===== src/rtl/synth_pkg.sv =====
// -----------------------------------------------------------------------------
// synth_pkg
// Shared definitions for the synth engine and the note-event queue: event
// field widths, default FIFO geometry and small helpers.
// No ports (package).
// -----------------------------------------------------------------------------
package synth_pkg;

    localparam int V_WIDTH_DEF = 3;   // voice address width
    localparam int E_WIDTH_DEF = 3;   // envelope index width
    localparam int DEPTH_DEF   = 4;   // note-event FIFO entries
    localparam int D_WIDTH_DEF = 2;   // log2(DEPTH_DEF)
    localparam int KEY_W       = 8;   // MIDI key number width
    localparam int VEL_W       = 8;   // velocity width

    typedef logic [KEY_W-1:0] key_t;
    typedef logic [VEL_W-1:0] vel_t;

    // Stored entry is {key_adr, key_val, vel}.
    function automatic int entry_width(input int v_width);
        return v_width + KEY_W + VEL_W;
    endfunction

    // 8-bit counter increment that sticks at 255.
    function automatic logic [7:0] sat_inc8(input logic [7:0] v);
        return (v == 8'hFF) ? v : v + 8'd1;
    endfunction

endpackage


===== src/rtl/note_event_queue_if.sv =====
// -----------------------------------------------------------------------------
// note_event_queue_if
// Note-event handshake between the MIDI decoder side (master) and the
// note-event queue (slave).
//   note_on / cur_key_adr / cur_key_val / cur_vel_on : event strobe + payload
//   ev_valid / ev_key_adr / ev_key_val / ev_vel       : per-frame delivered event
// -----------------------------------------------------------------------------
interface note_event_queue_if
    import synth_pkg::*;
#(
    parameter int V_WIDTH = V_WIDTH_DEF
);
    logic               note_on;
    logic [V_WIDTH-1:0] cur_key_adr;
    key_t               cur_key_val;
    vel_t               cur_vel_on;

    logic               ev_valid;
    logic [V_WIDTH-1:0] ev_key_adr;
    key_t               ev_key_val;
    vel_t               ev_vel;

    modport master (
        output note_on, cur_key_adr, cur_key_val, cur_vel_on,
        input  ev_valid, ev_key_adr, ev_key_val, ev_vel
    );

    modport slave (
        input  note_on, cur_key_adr, cur_key_val, cur_vel_on,
        output ev_valid, ev_key_adr, ev_key_val, ev_vel
    );
endinterface


===== src/rtl/note_event_fifo.sv =====
// -----------------------------------------------------------------------------
// note_event_fifo
// Small FIFO of note events with tail coalescing: a push whose voice address
// matches the tail entry overwrites that entry instead of allocating a new one.
// Ports:
//   OSC_CLK, iRST_N               : clock, async active-low reset
//   push, push_adr/key/vel        : write request and payload
//   pop                           : remove head entry (ignored when empty)
//   head_adr/key/vel              : current head entry (combinational)
//   fill                          : occupancy 0..DEPTH
//   drop                          : this cycle's push is being discarded
// -----------------------------------------------------------------------------
module note_event_fifo
    import synth_pkg::*;
#(
    parameter int V_WIDTH = V_WIDTH_DEF,
    parameter int DEPTH   = DEPTH_DEF,
    parameter int D_WIDTH = D_WIDTH_DEF
) (
    input  logic               OSC_CLK,
    input  logic               iRST_N,
    input  logic               push,
    input  logic [V_WIDTH-1:0] push_adr,
    input  key_t               push_key,
    input  vel_t               push_vel,
    input  logic               pop,
    output logic [V_WIDTH-1:0] head_adr,
    output key_t               head_key,
    output vel_t               head_vel,
    output logic [D_WIDTH:0]   fill,
    output logic               drop
);
    localparam int EW = entry_width(V_WIDTH);

    logic [EW-1:0]      mem [DEPTH];
    logic [D_WIDTH-1:0] wr_ptr_reg, rd_ptr_reg, tail_ptr;
    logic [D_WIDTH:0]   fill_reg;
    logic [V_WIDTH-1:0] tail_adr;
    logic               pop_ok, pop_tail, coalesce, full, alloc;

    assign tail_ptr = wr_ptr_reg - D_WIDTH'(1);
    assign tail_adr = mem[tail_ptr][EW-1 -: V_WIDTH];

    assign pop_ok   = pop && (fill_reg != '0);
    // With a single entry, the tail is also the head leaving this cycle,
    // so merging into it would lose the new event.
    assign pop_tail = pop_ok && (fill_reg == (D_WIDTH+1)'(1));
    assign coalesce = push && (fill_reg != '0) && (tail_adr == push_adr) && !pop_tail;
    assign full     = (fill_reg == (D_WIDTH+1)'(DEPTH));
    // A pop in the same cycle frees the slot the push will take.
    assign drop     = push && !coalesce && full && !pop_ok;
    assign alloc    = push && !coalesce && !drop;

    // Storage carries no reset; its contents are meaningless while fill is 0.
    always_ff @(posedge OSC_CLK) begin
        if (coalesce) begin
            mem[tail_ptr] <= {push_adr, push_key, push_vel};
        end else if (alloc) begin
            mem[wr_ptr_reg] <= {push_adr, push_key, push_vel};
        end
    end

    always_ff @(posedge OSC_CLK or negedge iRST_N) begin
        if (!iRST_N) begin
            wr_ptr_reg <= '0;
            rd_ptr_reg <= '0;
            fill_reg   <= '0;
        end else begin
            if (alloc)  wr_ptr_reg <= wr_ptr_reg + D_WIDTH'(1);
            if (pop_ok) rd_ptr_reg <= rd_ptr_reg + D_WIDTH'(1);
            case ({alloc, pop_ok})
                2'b10:   fill_reg <= fill_reg + (D_WIDTH+1)'(1);
                2'b01:   fill_reg <= fill_reg - (D_WIDTH+1)'(1);
                default: fill_reg <= fill_reg;
            endcase
        end
    end

    assign {head_adr, head_key, head_vel} = mem[rd_ptr_reg];
    assign fill = fill_reg;

endmodule


===== src/rtl/note_event_queue.sv =====
// -----------------------------------------------------------------------------
// note_event_queue
// Buffers note events from the MIDI decoder and releases at most one per
// synthesis frame, at the frame-start slot of the xxxx counter. Also latches
// a frame-coherent snapshot of keys_on and tracks dropped events.
// Ports:
//   OSC_CLK, iRST_N  : clock, async active-low reset
//   evq (slave)      : event push side and per-frame delivered event
//   keys_on          : live key-held vector
//   xxxx             : voice/envelope slot counter
//   ovf_clr          : clears overflow and drop_cnt (wins over a same-cycle drop)
//   frame_keys_on    : keys_on captured at frame start
//   fill             : FIFO occupancy
//   overflow         : sticky, set on a dropped event
//   drop_cnt         : dropped-event count, saturating at 255
// -----------------------------------------------------------------------------
module note_event_queue
    import synth_pkg::*;
#(
    parameter int VOICES  = 8,
    parameter int V_WIDTH = V_WIDTH_DEF,
    parameter int E_WIDTH = E_WIDTH_DEF,
    parameter int DEPTH   = DEPTH_DEF,
    parameter int D_WIDTH = D_WIDTH_DEF
) (
    input  logic                       OSC_CLK,
    input  logic                       iRST_N,
    note_event_queue_if.slave          evq,
    input  logic [VOICES-1:0]          keys_on,
    input  logic [V_WIDTH+E_WIDTH-1:0] xxxx,
    input  logic                       ovf_clr,
    output logic [VOICES-1:0]          frame_keys_on,
    output logic [D_WIDTH:0]           fill,
    output logic                       overflow,
    output logic [7:0]                 drop_cnt
);
    logic [V_WIDTH+E_WIDTH-1:0] xxxx_q;
    logic                       frame_start, pop, drop;
    logic [V_WIDTH-1:0]         head_adr;
    key_t                       head_key;
    vel_t                       head_vel;

    logic                       ev_valid_reg;
    logic [V_WIDTH-1:0]         ev_key_adr_reg;
    key_t                       ev_key_val_reg;
    vel_t                       ev_vel_reg;
    logic [VOICES-1:0]          frame_keys_on_reg;
    logic                       overflow_reg;
    logic [7:0]                 drop_cnt_reg;

    // xxxx_q resets to 0, so a counter parked at 0 out of reset is not a frame start.
    assign frame_start = (xxxx == '0) && (xxxx_q != '0);
    assign pop         = frame_start && (fill != '0);

    note_event_fifo #(
        .V_WIDTH (V_WIDTH),
        .DEPTH   (DEPTH),
        .D_WIDTH (D_WIDTH)
    ) u_fifo (
        .OSC_CLK  (OSC_CLK),
        .iRST_N   (iRST_N),
        .push     (evq.note_on),
        .push_adr (evq.cur_key_adr),
        .push_key (evq.cur_key_val),
        .push_vel (evq.cur_vel_on),
        .pop      (pop),
        .head_adr (head_adr),
        .head_key (head_key),
        .head_vel (head_vel),
        .fill     (fill),
        .drop     (drop)
    );

    always_ff @(posedge OSC_CLK or negedge iRST_N) begin
        if (!iRST_N) begin
            xxxx_q            <= '0;
            ev_valid_reg      <= 1'b0;
            ev_key_adr_reg    <= '0;
            ev_key_val_reg    <= '0;
            ev_vel_reg        <= '0;
            frame_keys_on_reg <= '0;
            overflow_reg      <= 1'b0;
            drop_cnt_reg      <= '0;
        end else begin
            xxxx_q <= xxxx;
            if (frame_start) begin
                // Empty frame: valid drops but the old payload is kept.
                ev_valid_reg      <= pop;
                frame_keys_on_reg <= keys_on;
                if (pop) begin
                    ev_key_adr_reg <= head_adr;
                    ev_key_val_reg <= head_key;
                    ev_vel_reg     <= head_vel;
                end
            end
            if (ovf_clr) begin
                overflow_reg <= 1'b0;
                drop_cnt_reg <= '0;
            end else if (drop) begin
                overflow_reg <= 1'b1;
                drop_cnt_reg <= sat_inc8(drop_cnt_reg);
            end
        end
    end

    assign evq.ev_valid   = ev_valid_reg;
    assign evq.ev_key_adr = ev_key_adr_reg;
    assign evq.ev_key_val = ev_key_val_reg;
    assign evq.ev_vel     = ev_vel_reg;
    assign frame_keys_on  = frame_keys_on_reg;
    assign overflow       = overflow_reg;
    assign drop_cnt       = drop_cnt_reg;

endmodule


===== src/flat_wrapper.sv =====
// flat-port wrapper written by rule: the top's interface ports become plain ports
module note_event_queue_flat import synth_pkg::*;
#(
    parameter int VOICES  = 8,
    parameter int V_WIDTH = V_WIDTH_DEF,
    parameter int E_WIDTH = E_WIDTH_DEF,
    parameter int DEPTH   = DEPTH_DEF,
    parameter int D_WIDTH = D_WIDTH_DEF
)
  (OSC_CLK, iRST_N, keys_on, xxxx, ovf_clr, frame_keys_on, fill, overflow, drop_cnt, evq_note_on, evq_cur_key_adr, evq_cur_key_val, evq_cur_vel_on, evq_ev_valid, evq_ev_key_adr, evq_ev_key_val, evq_ev_vel);
  note_event_queue_if #(.V_WIDTH(V_WIDTH)) evq_i ();
  input  logic OSC_CLK;
  input  logic iRST_N;
  input  logic [VOICES-1:0] keys_on;
  input  logic [V_WIDTH+E_WIDTH-1:0] xxxx;
  input  logic ovf_clr;
  output logic [VOICES-1:0] frame_keys_on;
  output logic [D_WIDTH:0] fill;
  output logic overflow;
  output logic [7:0] drop_cnt;
  input wire logic [$bits(evq_i.note_on)-1:0] evq_note_on;
  input wire logic [$bits(evq_i.cur_key_adr)-1:0] evq_cur_key_adr;
  input wire logic [$bits(evq_i.cur_key_val)-1:0] evq_cur_key_val;
  input wire logic [$bits(evq_i.cur_vel_on)-1:0] evq_cur_vel_on;
  output wire logic [$bits(evq_i.ev_valid)-1:0] evq_ev_valid;
  output wire logic [$bits(evq_i.ev_key_adr)-1:0] evq_ev_key_adr;
  output wire logic [$bits(evq_i.ev_key_val)-1:0] evq_ev_key_val;
  output wire logic [$bits(evq_i.ev_vel)-1:0] evq_ev_vel;
  assign evq_i.note_on = evq_note_on;
  assign evq_i.cur_key_adr = evq_cur_key_adr;
  assign evq_i.cur_key_val = evq_cur_key_val;
  assign evq_i.cur_vel_on = evq_cur_vel_on;
  assign evq_ev_valid = evq_i.ev_valid;
  assign evq_ev_key_adr = evq_i.ev_key_adr;
  assign evq_ev_key_val = evq_i.ev_key_val;
  assign evq_ev_vel = evq_i.ev_vel;
  note_event_queue #(.VOICES(VOICES), .V_WIDTH(V_WIDTH), .E_WIDTH(E_WIDTH), .DEPTH(DEPTH), .D_WIDTH(D_WIDTH)) u_core (.OSC_CLK(OSC_CLK), .iRST_N(iRST_N), .evq(evq_i), .keys_on(keys_on), .xxxx(xxxx), .ovf_clr(ovf_clr), .frame_keys_on(frame_keys_on), .fill(fill), .overflow(overflow), .drop_cnt(drop_cnt));
endmodule

===== config.mk =====
export PLATFORM = sky130hd
export DESIGN_NAME = note_event_queue_flat
export DESIGN_NICKNAME = d
export VERILOG_FILES = /design/src/rtl/synth_pkg.sv /design/src/rtl/note_event_queue_if.sv /design/src/rtl/note_event_fifo.sv /design/src/rtl/note_event_queue.sv /design/src/flat_wrapper.sv
export SDC_FILE = /design/constraint.sdc
export NUM_CORES = 1
export LEC_CHECK = 0
export ABC_AREA = 1
export CORE_UTILIZATION = 57
export DETAILED_ROUTE_END_ITERATION = 10
export DONT_BUFFER_PORTS = 1
export GPL_TIMING_DRIVEN = 1
export PLACE_DENSITY = 0.86
export SLEW_MARGIN = 30
export SYNTH_ARGS = -nofsm -noshare
export SYNTH_HDL_FRONTEND = slang
export SYNTH_SLANG_ARGS = --single-unit

===== constraint.sdc =====
create_clock -name OSC_CLK -period 2.7 [get_ports OSC_CLK]
set_input_delay 0.405 -clock OSC_CLK [delete_from_list [all_inputs] [get_ports OSC_CLK]]
set_output_delay 0.405 -clock OSC_CLK [all_outputs]
set_load 0.01 [all_outputs]

==> run metrics <==
Via density 5.760; diode count 0; VDD IR-drop max between 0.0005 and 0.0006 V; failing checks DRC; Chip Width just under 100 um; Post-synth EDFFs between 70 and 80; remaining global-route overflow 0; leading post-synthesis cells by cell area edfxtp_1 (43%), dfrtp_1 (24%), nand2_1 (10%), nor2_1 (5.2%), o32ai_1 (2.8%); largest net degree at the start of global routing between 50 and 60; layout cells sized above 1 a little under an eighth; Slew HR 51.28%; Die Height around 100 um; RSZ-0062 raised after global routing no; Mean Syn Cell Area ~11 um^2; CTS Sinks 126; WL final roughly 11 mm; count leader, synth nand2_1; CP startpoint kind flip-flop; post-synthesis async set-or-reset flop share between 30% and 40%; Yosys cell types 28; CTS H-tree depth 4; Port Buffers 0; core footprint just under 9000 um^2; pwr dens ~1100 nW/um^2; clk root buf clkbuf_8; Vias between 3000 and 4000; final core utilization just over 70%; Worst Path Arrival between 2 and 3 ns; post-synthesis simple-gate area fraction approximately 22%; clock slew at reported path FFs 0.05 ns; Post-Synth Adder-Cell Area under 10%; Routed Antenna Nets 0; Mapped Area between 5000 and 6000 um^2; hold depth 2; worst min-delay path class in2reg; setup bufs post-CTS 0; Max Slew Vio Count 0; sequential-to-total area share from yosys stat about two thirds; CP required 2.88 ns; Switching Share between 30% and 40%; Slew @ Worst Pin ~0.73 ns; Post-CTS Hold Fix Bufs 27; Fillers around 600; worst r2r src u_core.u_fifo.fill[0]; first-pass GRT wire length 18.74 mm; CP Class reg2reg; I/O pins just under 80; routability cong. between 0.8 and 0.9; Initial DRT Pass Iterations 8; DPL Wire Length ~7 mm; worst-path cell chain inv_1 > ha_1 > a21boi_0 > nand2_1 > nor2_2 > nand3_4 > nand3_4 > nand2_1 > nand2_2 > inv_2 > nor2_2 > buf_4; CP max stage delay around 0.47 ns; DRC 9; clock power share around 31%; Comb pwr share 24.6%; placed insts 589; nets roughly 570; total CTS buffers 17; Fmax achieved 420.0 MHz; Routed WL per cell between 15 and 20 um; Compound-Gate Fraction of Synth Area under 10%; mux contribution to synthesized area 0%; status finished, violations left; Storage cell area ~3500 um^2; synthesized net count between 500 and 600; Starting Density between 50% and 60%; placed inst area around 5400 um^2; dominant synthesized flop cell edfxtp_1; Switching Power 2.312 mW; Leak Pwr approximately 2.7 nW; reg2reg path depth 12; Total Routing Usage GR 25.51%; reg2reg end u_core.u_fifo.mem[1][14]; number of cell rows 34; DRT iter0 DRCs roughly 260; count of final setup violators 0; largest reg by FF count u_core.u_fifo.mem; initial antenna violation count 0; worst-case clock skew 0.009157 ns; area delta synth->final 18.76%; final instance area about 6300 um^2; Syn Inst Count roughly 490; clock latency on the worst-skew pair 0.51 ns; internal power approximately 4.6 mW; CTS Buffer Depth 2; Multi-input gate area 1622 um^2; Critical Path Sink Type flip-flop; worst reg2reg setup slack ~0.32 ns; most common library cells after synthesis nand2_1 (147), edfxtp_1 (76), nor2_1 (73); vias in the first global route 3846; CP max stage cell dfrtp_1; sequential power share around 44%; Max-cap violations 0; final worst-path cycle share between 80 and 90%; crit path time final 2.381 ns; XOR/XNOR share of the synthesized area under 10%; post-CTS sizing 0; crit-path max FO 19; Die Area between 9000 and 10000 um^2; area share of the largest cell type after synthesis 43.15%; area leader, netlist edfxtp_1; CTS tree done; Hold Vio Cnt, Final 0; post-synthesis register bit count 126; Hold Crit Endpoint u_core.frame_keys_on[3]; max reg flops between 70 and 80; largest family of logic cells by synthesized area simple AND/OR/NAND/NOR gates; Hold Path Origin keys_on[3]; yosys warns 0; count of non-filler cells in the finished layout approximately 650
==> cells in the final DEF (no fill, tap or decap), drive strengths merged, types with 2 or more instances in the layout <==
| master | synthesis | layout |
|---|---|---|
| dfrtp | 50 | 50 |
| nand3 | 21 | 21 |
| edfxtp | 76 | 76 |
| nand2 | 157 | 157 |
| clkinv | 0 | 4 |
| ha | 5 | 5 |
| nor2 | 77 | 77 |
| clkbuf | 15 | 23 |
| a21oi | 3 | 3 |
| xor2 | 9 | 9 |
| inv | 18 | 18 |
| nand3b | 2 | 2 |
| buf | 2 | 10 |
| o21ai | 26 | 26 |
| bufinv | 0 | 3 |
| nand4 | 7 | 7 |
| dlygate4sd3 | 0 | 26 |
| o32ai | 17 | 17 |
==> critical path, delay by kind of cell (launching register included) <==
family | cells | cell delay [ns]
DFF | 1 | 0.47
adders and majority gates | 1 | 0.23
and+or+nand+nor | 7 | 0.71
buffers and inverters | 3 | 0.45
AOI/OAI and AO/OA | 1 | 0.17
==> per-layer routing <==
layer | vias up | GRT usage [%] | wire length [um]
met5 | - | 0 | 0
met4 | 0 | 11.14 | 196
met3 | 24 | 6.800 | 809
met2 | 163 | 43.66 | 5847
met1 | 1810 | 30.49 | 4568
li1 | 1730 | - | -
==> kinds of logic after synthesis <==
group | count (synthesis)
AO/OA/AOI/OAI | 48
XOR/XNOR | 9
adder cells (fa/ha/maj) | 5
buffers and inverters | 35
flip-flops | 126
AND/OR/NAND/NOR | 266
==> power by group through the flow <==
stage	logic, mW	clock network [mW]	registers [mW]
after floorplan	1.30	0	2.96
after global placement	1.53	0	3.07
after detailed placement	1.61	0	3.10
after CTS	1.71	2.19	3.07
after global routing	1.93	2.28	3.13
final	1.71	2.17	3.08
==> per-stage QoR <==
stage               power [mW]  setup TNS [ns]  worst slack (ns)  hold WS, ns
floorplan                4.263         -0.9984          -0.02134       0.1094
global placement         4.604               0            0.3883       0.1105
detailed placement       4.709               0            0.3169       0.1104
CTS                      6.968               0            0.3135     0.001018
global route             7.334               0           0.06028     0.003361
finish                   6.961               0            0.3193      0.02083
==> final cells by class <==
class                   count  share of cell area (%)
flip-flops and latches    126                   56.26
inverters                  18                   1.155
clock inverters             8                   1.853
multi-input cells         328                   25.82
clock buffers              23                   7.112
well taps                 108                   2.151
repair buffers             36                   5.657
==> worst max-delay path by stage <==
stage / start / endpoint / slack [ns]
5_1_grt: u_core.u_fifo.fill[0] / u_core.u_fifo.mem[0][2] / 0.06
4_1_cts: u_core.u_fifo.fill[0] / u_core.u_fifo.mem[3][2] / 0.31
3_5_place_dp: xxxx[1] / u_core.u_fifo.mem[2][8] / 0.32
2_1_floorplan: u_core.u_fifo.fill[0] / u_core.u_fifo.mem[1][0] / -0.02
6_report: u_core.u_fifo.fill[0] / u_core.u_fifo.mem[1][14] / 0.32
3_3_place_gp: u_core.u_fifo.fill[0] / u_core.u_fifo.mem[3][1] / 0.39
Note: power is estimated with default switching activity, not from simulation.
